## src/rtl/serial_alu_pkg.sv

```systemverilog
// Shared op codes and FSM state encoding for the bit-serial ALU.
package serial_alu_pkg;

  localparam logic [1:0] OP_ADD = 2'd1;
  localparam logic [1:0] OP_SUB = 2'd2;

  typedef enum logic [1:0] {
    IDLE  = 2'd0,
    SHIFT = 2'd1,
    DONE  = 2'd2
  } state_e;

endpackage

```

## src/rtl/serial_alu_if.sv

```systemverilog
// Operand/result handshake bundle for serial_alu.
// The ovf signal exists only when SERIAL_ALU_OVF_EN is defined.
interface serial_alu_if #(parameter int WIDTH = 8);

  logic             in_valid;
  logic             in_ready;
  logic [1:0]       op;
  logic [WIDTH-1:0] a;
  logic [WIDTH-1:0] b;
  logic             cin;
  logic             out_valid;
  logic             out_ready;
  logic [WIDTH-1:0] result;
  logic             flag;
`ifdef SERIAL_ALU_OVF_EN
  logic             ovf;

  modport master (
    output in_valid, op, a, b, cin, out_ready,
    input  in_ready, out_valid, result, flag, ovf
  );

  modport slave (
    input  in_valid, op, a, b, cin, out_ready,
    output in_ready, out_valid, result, flag, ovf
  );
`else
  modport master (
    output in_valid, op, a, b, cin, out_ready,
    input  in_ready, out_valid, result, flag
  );

  modport slave (
    input  in_valid, op, a, b, cin, out_ready,
    output in_ready, out_valid, result, flag
  );
`endif

endinterface

```

## src/rtl/serial_alu_cell.sv

```systemverilog
// Combinational 1-bit add / subtract / parity cell used by serial_alu.
module serial_alu_cell
  import serial_alu_pkg::*;
(
  input  logic       a_bit,
  input  logic       b_bit,
  input  logic       c_in,
  input  logic       seed,
  input  logic [1:0] op,
  output logic       s,
  output logic       c_out
);

  // Parity emits a^b^seed per bit while c_in/c_out carry the running XOR.
  always_comb begin
    s     = a_bit ^ b_bit ^ c_in;
    c_out = 1'b0;
    case (op)
      OP_ADD: c_out = (a_bit & b_bit) | (a_bit & c_in) | (b_bit & c_in);
      OP_SUB: c_out = (~a_bit & b_bit) | (~(a_bit ^ b_bit) & c_in);
      default: begin
        s     = a_bit ^ b_bit ^ seed;
        c_out = a_bit ^ b_bit ^ c_in;
      end
    endcase
  end

endmodule

```

## src/rtl/serial_alu.sv

```systemverilog
// Bit-serial add/subtract/parity stage, one operand bit per clock, LSB first.
// Optional signed-overflow output enabled by defining SERIAL_ALU_OVF_EN.
module serial_alu
  import serial_alu_pkg::*;
#(
  parameter int WIDTH = 8
) (
  input  logic         clk,
  input  logic         rst_n,
  serial_alu_if.slave  bus
);

  localparam int CNT_W = $clog2(WIDTH);
  localparam logic [CNT_W-1:0] LAST_BIT = CNT_W'(WIDTH - 1);

  state_e           state_q, state_d;
  logic [CNT_W-1:0] cnt_q, cnt_d;
  logic [WIDTH-1:0] a_q, a_d;
  logic [WIDTH-1:0] b_q, b_d;
  logic [1:0]       op_q, op_d;
  logic             cin_q, cin_d;
  logic             carry_q, carry_d;
  logic [WIDTH-1:0] result_q, result_d;
  logic             flag_q, flag_d;
  logic             out_valid_q, out_valid_d;
`ifdef SERIAL_ALU_OVF_EN
  logic             ovf_q, ovf_d;
`endif

  logic cell_s;
  logic cell_c;

  serial_alu_cell u_cell (
    .a_bit (a_q[cnt_q]),
    .b_bit (b_q[cnt_q]),
    .c_in  (carry_q),
    .seed  (cin_q),
    .op    (op_q),
    .s     (cell_s),
    .c_out (cell_c)
  );

  always_comb begin
    state_d     = state_q;
    cnt_d       = cnt_q;
    a_d         = a_q;
    b_d         = b_q;
    op_d        = op_q;
    cin_d       = cin_q;
    carry_d     = carry_q;
    result_d    = result_q;
    flag_d      = flag_q;
    out_valid_d = out_valid_q;
`ifdef SERIAL_ALU_OVF_EN
    ovf_d       = ovf_q;
`endif
    case (state_q)
      IDLE: begin
        if (bus.in_valid) begin
          a_d     = bus.a;
          b_d     = bus.b;
          op_d    = bus.op;
          cin_d   = bus.cin;
          carry_d = bus.cin;
          cnt_d   = '0;
          state_d = SHIFT;
        end
      end
      SHIFT: begin
        result_d[cnt_q] = cell_s;
        carry_d         = cell_c;
        if (cnt_q == LAST_BIT) begin
          flag_d      = cell_c;
          out_valid_d = 1'b1;
          state_d     = DONE;
`ifdef SERIAL_ALU_OVF_EN
          // carry_q here is the carry into the MSB
          case (op_q)
            OP_ADD:  ovf_d = carry_q ^ cell_c;
            OP_SUB:  ovf_d = (a_q[WIDTH-1] != b_q[WIDTH-1]) && (cell_s != a_q[WIDTH-1]);
            default: ovf_d = 1'b0;
          endcase
`endif
        end else begin
          cnt_d = cnt_q + 1'b1;
        end
      end
      DONE: begin
        if (bus.out_ready) begin
          out_valid_d = 1'b0;
          state_d     = IDLE;
        end
      end
      default: state_d = IDLE;
    endcase
  end

  always_ff @(posedge clk or negedge rst_n) begin
    if (!rst_n) begin
      state_q     <= IDLE;
      cnt_q       <= '0;
      a_q         <= '0;
      b_q         <= '0;
      op_q        <= '0;
      cin_q       <= 1'b0;
      carry_q     <= 1'b0;
      result_q    <= '0;
      flag_q      <= 1'b0;
      out_valid_q <= 1'b0;
`ifdef SERIAL_ALU_OVF_EN
      ovf_q       <= 1'b0;
`endif
    end else begin
      state_q     <= state_d;
      cnt_q       <= cnt_d;
      a_q         <= a_d;
      b_q         <= b_d;
      op_q        <= op_d;
      cin_q       <= cin_d;
      carry_q     <= carry_d;
      result_q    <= result_d;
      flag_q      <= flag_d;
      out_valid_q <= out_valid_d;
`ifdef SERIAL_ALU_OVF_EN
      ovf_q       <= ovf_d;
`endif
    end
  end

  assign bus.in_ready  = (state_q == IDLE);
  assign bus.out_valid = out_valid_q;
  assign bus.result    = result_q;
  assign bus.flag      = flag_q;
`ifdef SERIAL_ALU_OVF_EN
  assign bus.ovf       = ovf_q;
`endif

endmodule

```

## src/flat_wrapper.sv

```systemverilog
// flat-port wrapper written by rule: the top's interface ports become plain ports
module serial_alu_flat import serial_alu_pkg::*;
#(
  parameter int WIDTH = 8
)
  (clk, rst_n, bus_in_valid, bus_op, bus_a, bus_b, bus_cin, bus_out_ready, bus_in_ready, bus_out_valid, bus_result, bus_flag);
  serial_alu_if #(.WIDTH(WIDTH)) bus_i ();
  input  logic clk;
  input  logic rst_n;
  input wire logic [$bits(bus_i.in_valid)-1:0] bus_in_valid;
  input wire logic [$bits(bus_i.op)-1:0] bus_op;
  input wire logic [$bits(bus_i.a)-1:0] bus_a;
  input wire logic [$bits(bus_i.b)-1:0] bus_b;
  input wire logic [$bits(bus_i.cin)-1:0] bus_cin;
  input wire logic [$bits(bus_i.out_ready)-1:0] bus_out_ready;
  output wire logic [$bits(bus_i.in_ready)-1:0] bus_in_ready;
  output wire logic [$bits(bus_i.out_valid)-1:0] bus_out_valid;
  output wire logic [$bits(bus_i.result)-1:0] bus_result;
  output wire logic [$bits(bus_i.flag)-1:0] bus_flag;
  assign bus_i.in_valid = bus_in_valid;
  assign bus_i.op = bus_op;
  assign bus_i.a = bus_a;
  assign bus_i.b = bus_b;
  assign bus_i.cin = bus_cin;
  assign bus_i.out_ready = bus_out_ready;
  assign bus_in_ready = bus_i.in_ready;
  assign bus_out_valid = bus_i.out_valid;
  assign bus_result = bus_i.result;
  assign bus_flag = bus_i.flag;
  serial_alu #(.WIDTH(WIDTH)) u_core (.clk(clk), .rst_n(rst_n), .bus(bus_i));
endmodule
```

## config.mk

```make
export PLATFORM = sky130hd
export DESIGN_NAME = serial_alu_flat
export DESIGN_NICKNAME = d
export VERILOG_FILES = /design/src/rtl/serial_alu_pkg.sv /design/src/rtl/serial_alu_if.sv /design/src/rtl/serial_alu_cell.sv /design/src/rtl/serial_alu.sv /design/src/flat_wrapper.sv
export SDC_FILE = /design/constraint.sdc
export NUM_CORES = 1
export LEC_CHECK = 0
export CAP_MARGIN = 20
export CORE_UTILIZATION = 45
export CTS_CLUSTER_DIAMETER = 80
export DETAILED_ROUTE_END_ITERATION = 12
export PLACE_DENSITY = 0.71
export SLEW_MARGIN = 20
export SYNTH_ARGS = -nofsm -noshare
export SYNTH_HDL_FRONTEND = slang
export SYNTH_HIERARCHICAL = 1
export SYNTH_SLANG_ARGS = --single-unit
```

## constraint.sdc

```tcl
create_clock -name clk -period 3.92 [get_ports clk]
set_input_delay 0.588 -clock clk [delete_from_list [all_inputs] [get_ports clk]]
set_output_delay 0.588 -clock clk [all_outputs]
set_load 0.05 [all_outputs]
```

==> qor.yml <==
synthSimpleGateAreaFrac_pct: 7.40
cts_setup_buffers: 0
synth_top_family_by_area: "multiplexers"
clockRootBuffer: "clkbuf_8"
htree_levels: 2
cts_tree: "done"
fin_ws_ns: 1.13
synth_cell_type_count: 31
synth_xor_area_share_pct: 0.498
worst_pin_slew_ns: 0.565
coreArea_mm2: 0.00372
final_cell_mix: "35 x dfrtp_1, 33 x clkdlybuf4s50_1, 28 x mux2_1"
drive_gt1_share_pct: 11.9
io_buffers: 33
critical-path-slowest-cell: "dfrtp_1"
place.gp.congestion: 0.753
post_cts_resized: 0
crit_path_max_fanout: 13
drc: 0
path_class: "flop to flop"
nets: 198
fp.dieArea_mm2: 0.00416
max-slew-margin-rel_pct: 61.3
post_synth.cell_area_avg_um2: 13.2
rows: 22
outcome: "finished, final reports clean"
ios: 34
clk_latency_ns: 0.29
cp.required_ns: 4.15
cp-start-kind: "flop"
path_clk_slew_ns: 0.07
worstPathArrival_ns: 3.02
die_w_um: 64.5
clk_path_buf_depth: 2
synth_compound_area_share_pct: 5.33
fin_worst_skew_ns: 0.00373
start_util_pct: 47.3
min_from: "u_core/a_q[3]"
first_global_vias: 1235
syn-num-nets: 164
rsz0062_at_grt: "no"
routed_wl_um: 3140
ff2ff_path_depth: 5
crit_cells: 5
hold_end: "u_core/a_q[3]"
synthCells: 133
synth.area.mux_share_pct: 26.1
vias_per_cell: 5.23
hold_depth: 1
drt_iter0_drc: 51
cts.sinks: 35
drtPass1Iterations: 4
p_per_area_mw_per_mm2: 934
r2r_end: "u_core/bus.result[0]"
hp-class: "flop to flop"
layout_commonest_cell: "dfrtp_1"
yosys.area_share.adder_pct: 6.54
worst-r2r-setup-slack_ns: 1.13
grt_pass1_wl_um: 5700
critPathTopFamily: "multiplexers"
ys_ff_latch: 35
diodes: 0
wl_per_cell_um: 14.5
fillCellCount: 323
dp_slack_ns: 1.11
die_y_um: 64.5
drv_slew: 0
num_vias: 1130
antenna_found_initial: 0
finalSetupTns_ns: 0
hold_buffers: 0
grt_start_max_net_pins: 36
fin_crit_sh_pct: 71.2
grt_usage_pct: 18.5
dp_hpwl_um: 2330
cts-buffers-inserted: 5
cp-end-kind: "flop"
r2r-start: "u_core/cnt_q[1]"
period_minus_slack_ns: 2.79
power_leakage_uw: 0.000938
slowest_delay_ns: 0.66
overflow: 0
hold_viol: 0
synth_area_mm2: 0.00176
antenna_left: 0
synth.yosys.seq_area_share_pct: 49.8
fmax_mhz: 358
cap_violations: 0
ys_warn_count: 6
path_cells: "mux4_2 -> mux2_2 -> fa_1 -> mux2i_1 -> mux2_1"
area_growth_pct: 25.5
path_buf_inv: 0
setup_violations: 0
ir_drop_mv: 0.358
cell type report:
cell class,instances,area (um^2),share of cell area [%]
Sequential cell,35,876,39.7
Multi-Input combinational cell,83,812,36.8
Timing Repair Buffer,35,345,15.6
Clock buffer,5,68.8,3.12
Tap cell,48,60.1,2.72
Inverter,7,26.3,1.19
Clock inverter,3,20.0,0.907
worst max-delay path by stage:
stage	start	endpoint	slack (ns)
final	u_core/cnt_q[1]	u_core/bus.result[0]	1.13
after global routing	u_core/cnt_q[1]	u_core/bus.result[4]	0.93
after CTS	u_core/cnt_q[1]	u_core/bus.result[3]	1.09
after detailed placement	u_core/cnt_q[1]	u_core/bus.result[3]	1.11
after global placement	u_core/cnt_q[1]	u_core/bus.flag	1.19
after floorplan	u_core/cnt_q[2]	u_core/bus.flag	1.51
state kept, by name (all words and copies together) (netlist names):
name / flops
u_core/cnt_q: 3
u_core/a_q: 8
u_core/b_q: 8
u_core/op_q: 2
u_core/bus.result: 8
u_core/carry_q: 1
u_core/bus.flag: 1
u_core/state_q: 2
u_core/cin_q: 1
u_core/bus.out_valid: 1
per-layer routing:
| metal | vias to the layer above | wire length, um | track usage, % | part of all wire, % |
|---|---|---|---|---|
| met5 | - | 0 | 0 | 0 |
| met4 | 0 | 59 | 8.61 | 1.9 |
| met3 | 7 | 128 | 4.23 | 4.1 |
| met2 | 31 | 1610 | 32.4 | 51 |
| met1 | 556 | 1340 | 21.3 | 43 |
| li1 | 536 | - | - | - |
worst register-to-register path, stage by stage (launching register included):
cell and delay [ns]:
dfrtp_1 0.66, mux4_2 0.57, mux2_2 0.31, fa_1 0.49, mux2i_1 0.46, mux2_1 0.23
logic make-up (layout without fill, tap and decap cells):
family | after synthesis | in the layout
flops | 35 | 35
simple gates | 24 | 24
fa+ha+maj | 8 | 8
buf+inv | 15 | 50
mux | 37 | 37
compound gates | 13 | 13
xor+xnor | 1 | 1
synthesized netlist by cell type:
cell type  number  share of area [%]
fa_1            2                2.3
nand4b_1        1               0.50
dfrtp_1        35                 50
and2_1          1               0.36
mux4_2          4                5.1
buf_2           4                1.1
nand3_1         3               0.85
o31a_1          1               0.50
a21oi_1         2               0.57
mux2i_1         2                1.1
o31ai_1         1               0.43
o21ai_1         2               0.57
clkbuf_1        1               0.21
nor3b_1         1               0.43
mux2_2          3                1.9
ha_1            6                4.3
inv_1           6                1.3
nor2b_1         4                1.4
nor2_1          5                1.1
buf_4           2               0.85
a22o_1          5                2.5
inv_2           1               0.21
mux2_1         28                 18
a22oi_1         1               0.43
nand2_1         6                1.3
nand4_1         1               0.36
nor3b_2         1               0.71
nand3b_1        1               0.43
buf_6           1               0.64
a31oi_1         1               0.36
xor2_1          1               0.50
where the power goes:
group	internal, uW	total (uW)	leakage [uW]	switching (uW)
Sequential	545	711	0.000418	166
Combinational	516	1100	0.000480	581
Clock	123	255	0.0000402	131
metrics by stage:
stage / instances / utilization [%] / hold WS [ns] / total power (uW) / instance area (um^2)
4_1_cts: 216 / 59.4 / 0.492 / 2090 / 2210
3_3_place_gp: 208 / 57.0 / 0.464 / 1770 / 2120
2_1_floorplan: 133 / - / 0.292 / 1520 / 1760
5_1_grt: 216 / 59.4 / 0.514 / 2260 / 2210
6_report: 216 / 59.4 / 0.490 / 2060 / 2210
3_5_place_dp: 208 / 57.0 / 0.475 / 1840 / 2120
No activity file was read; power rests on OpenSTA's default activity.
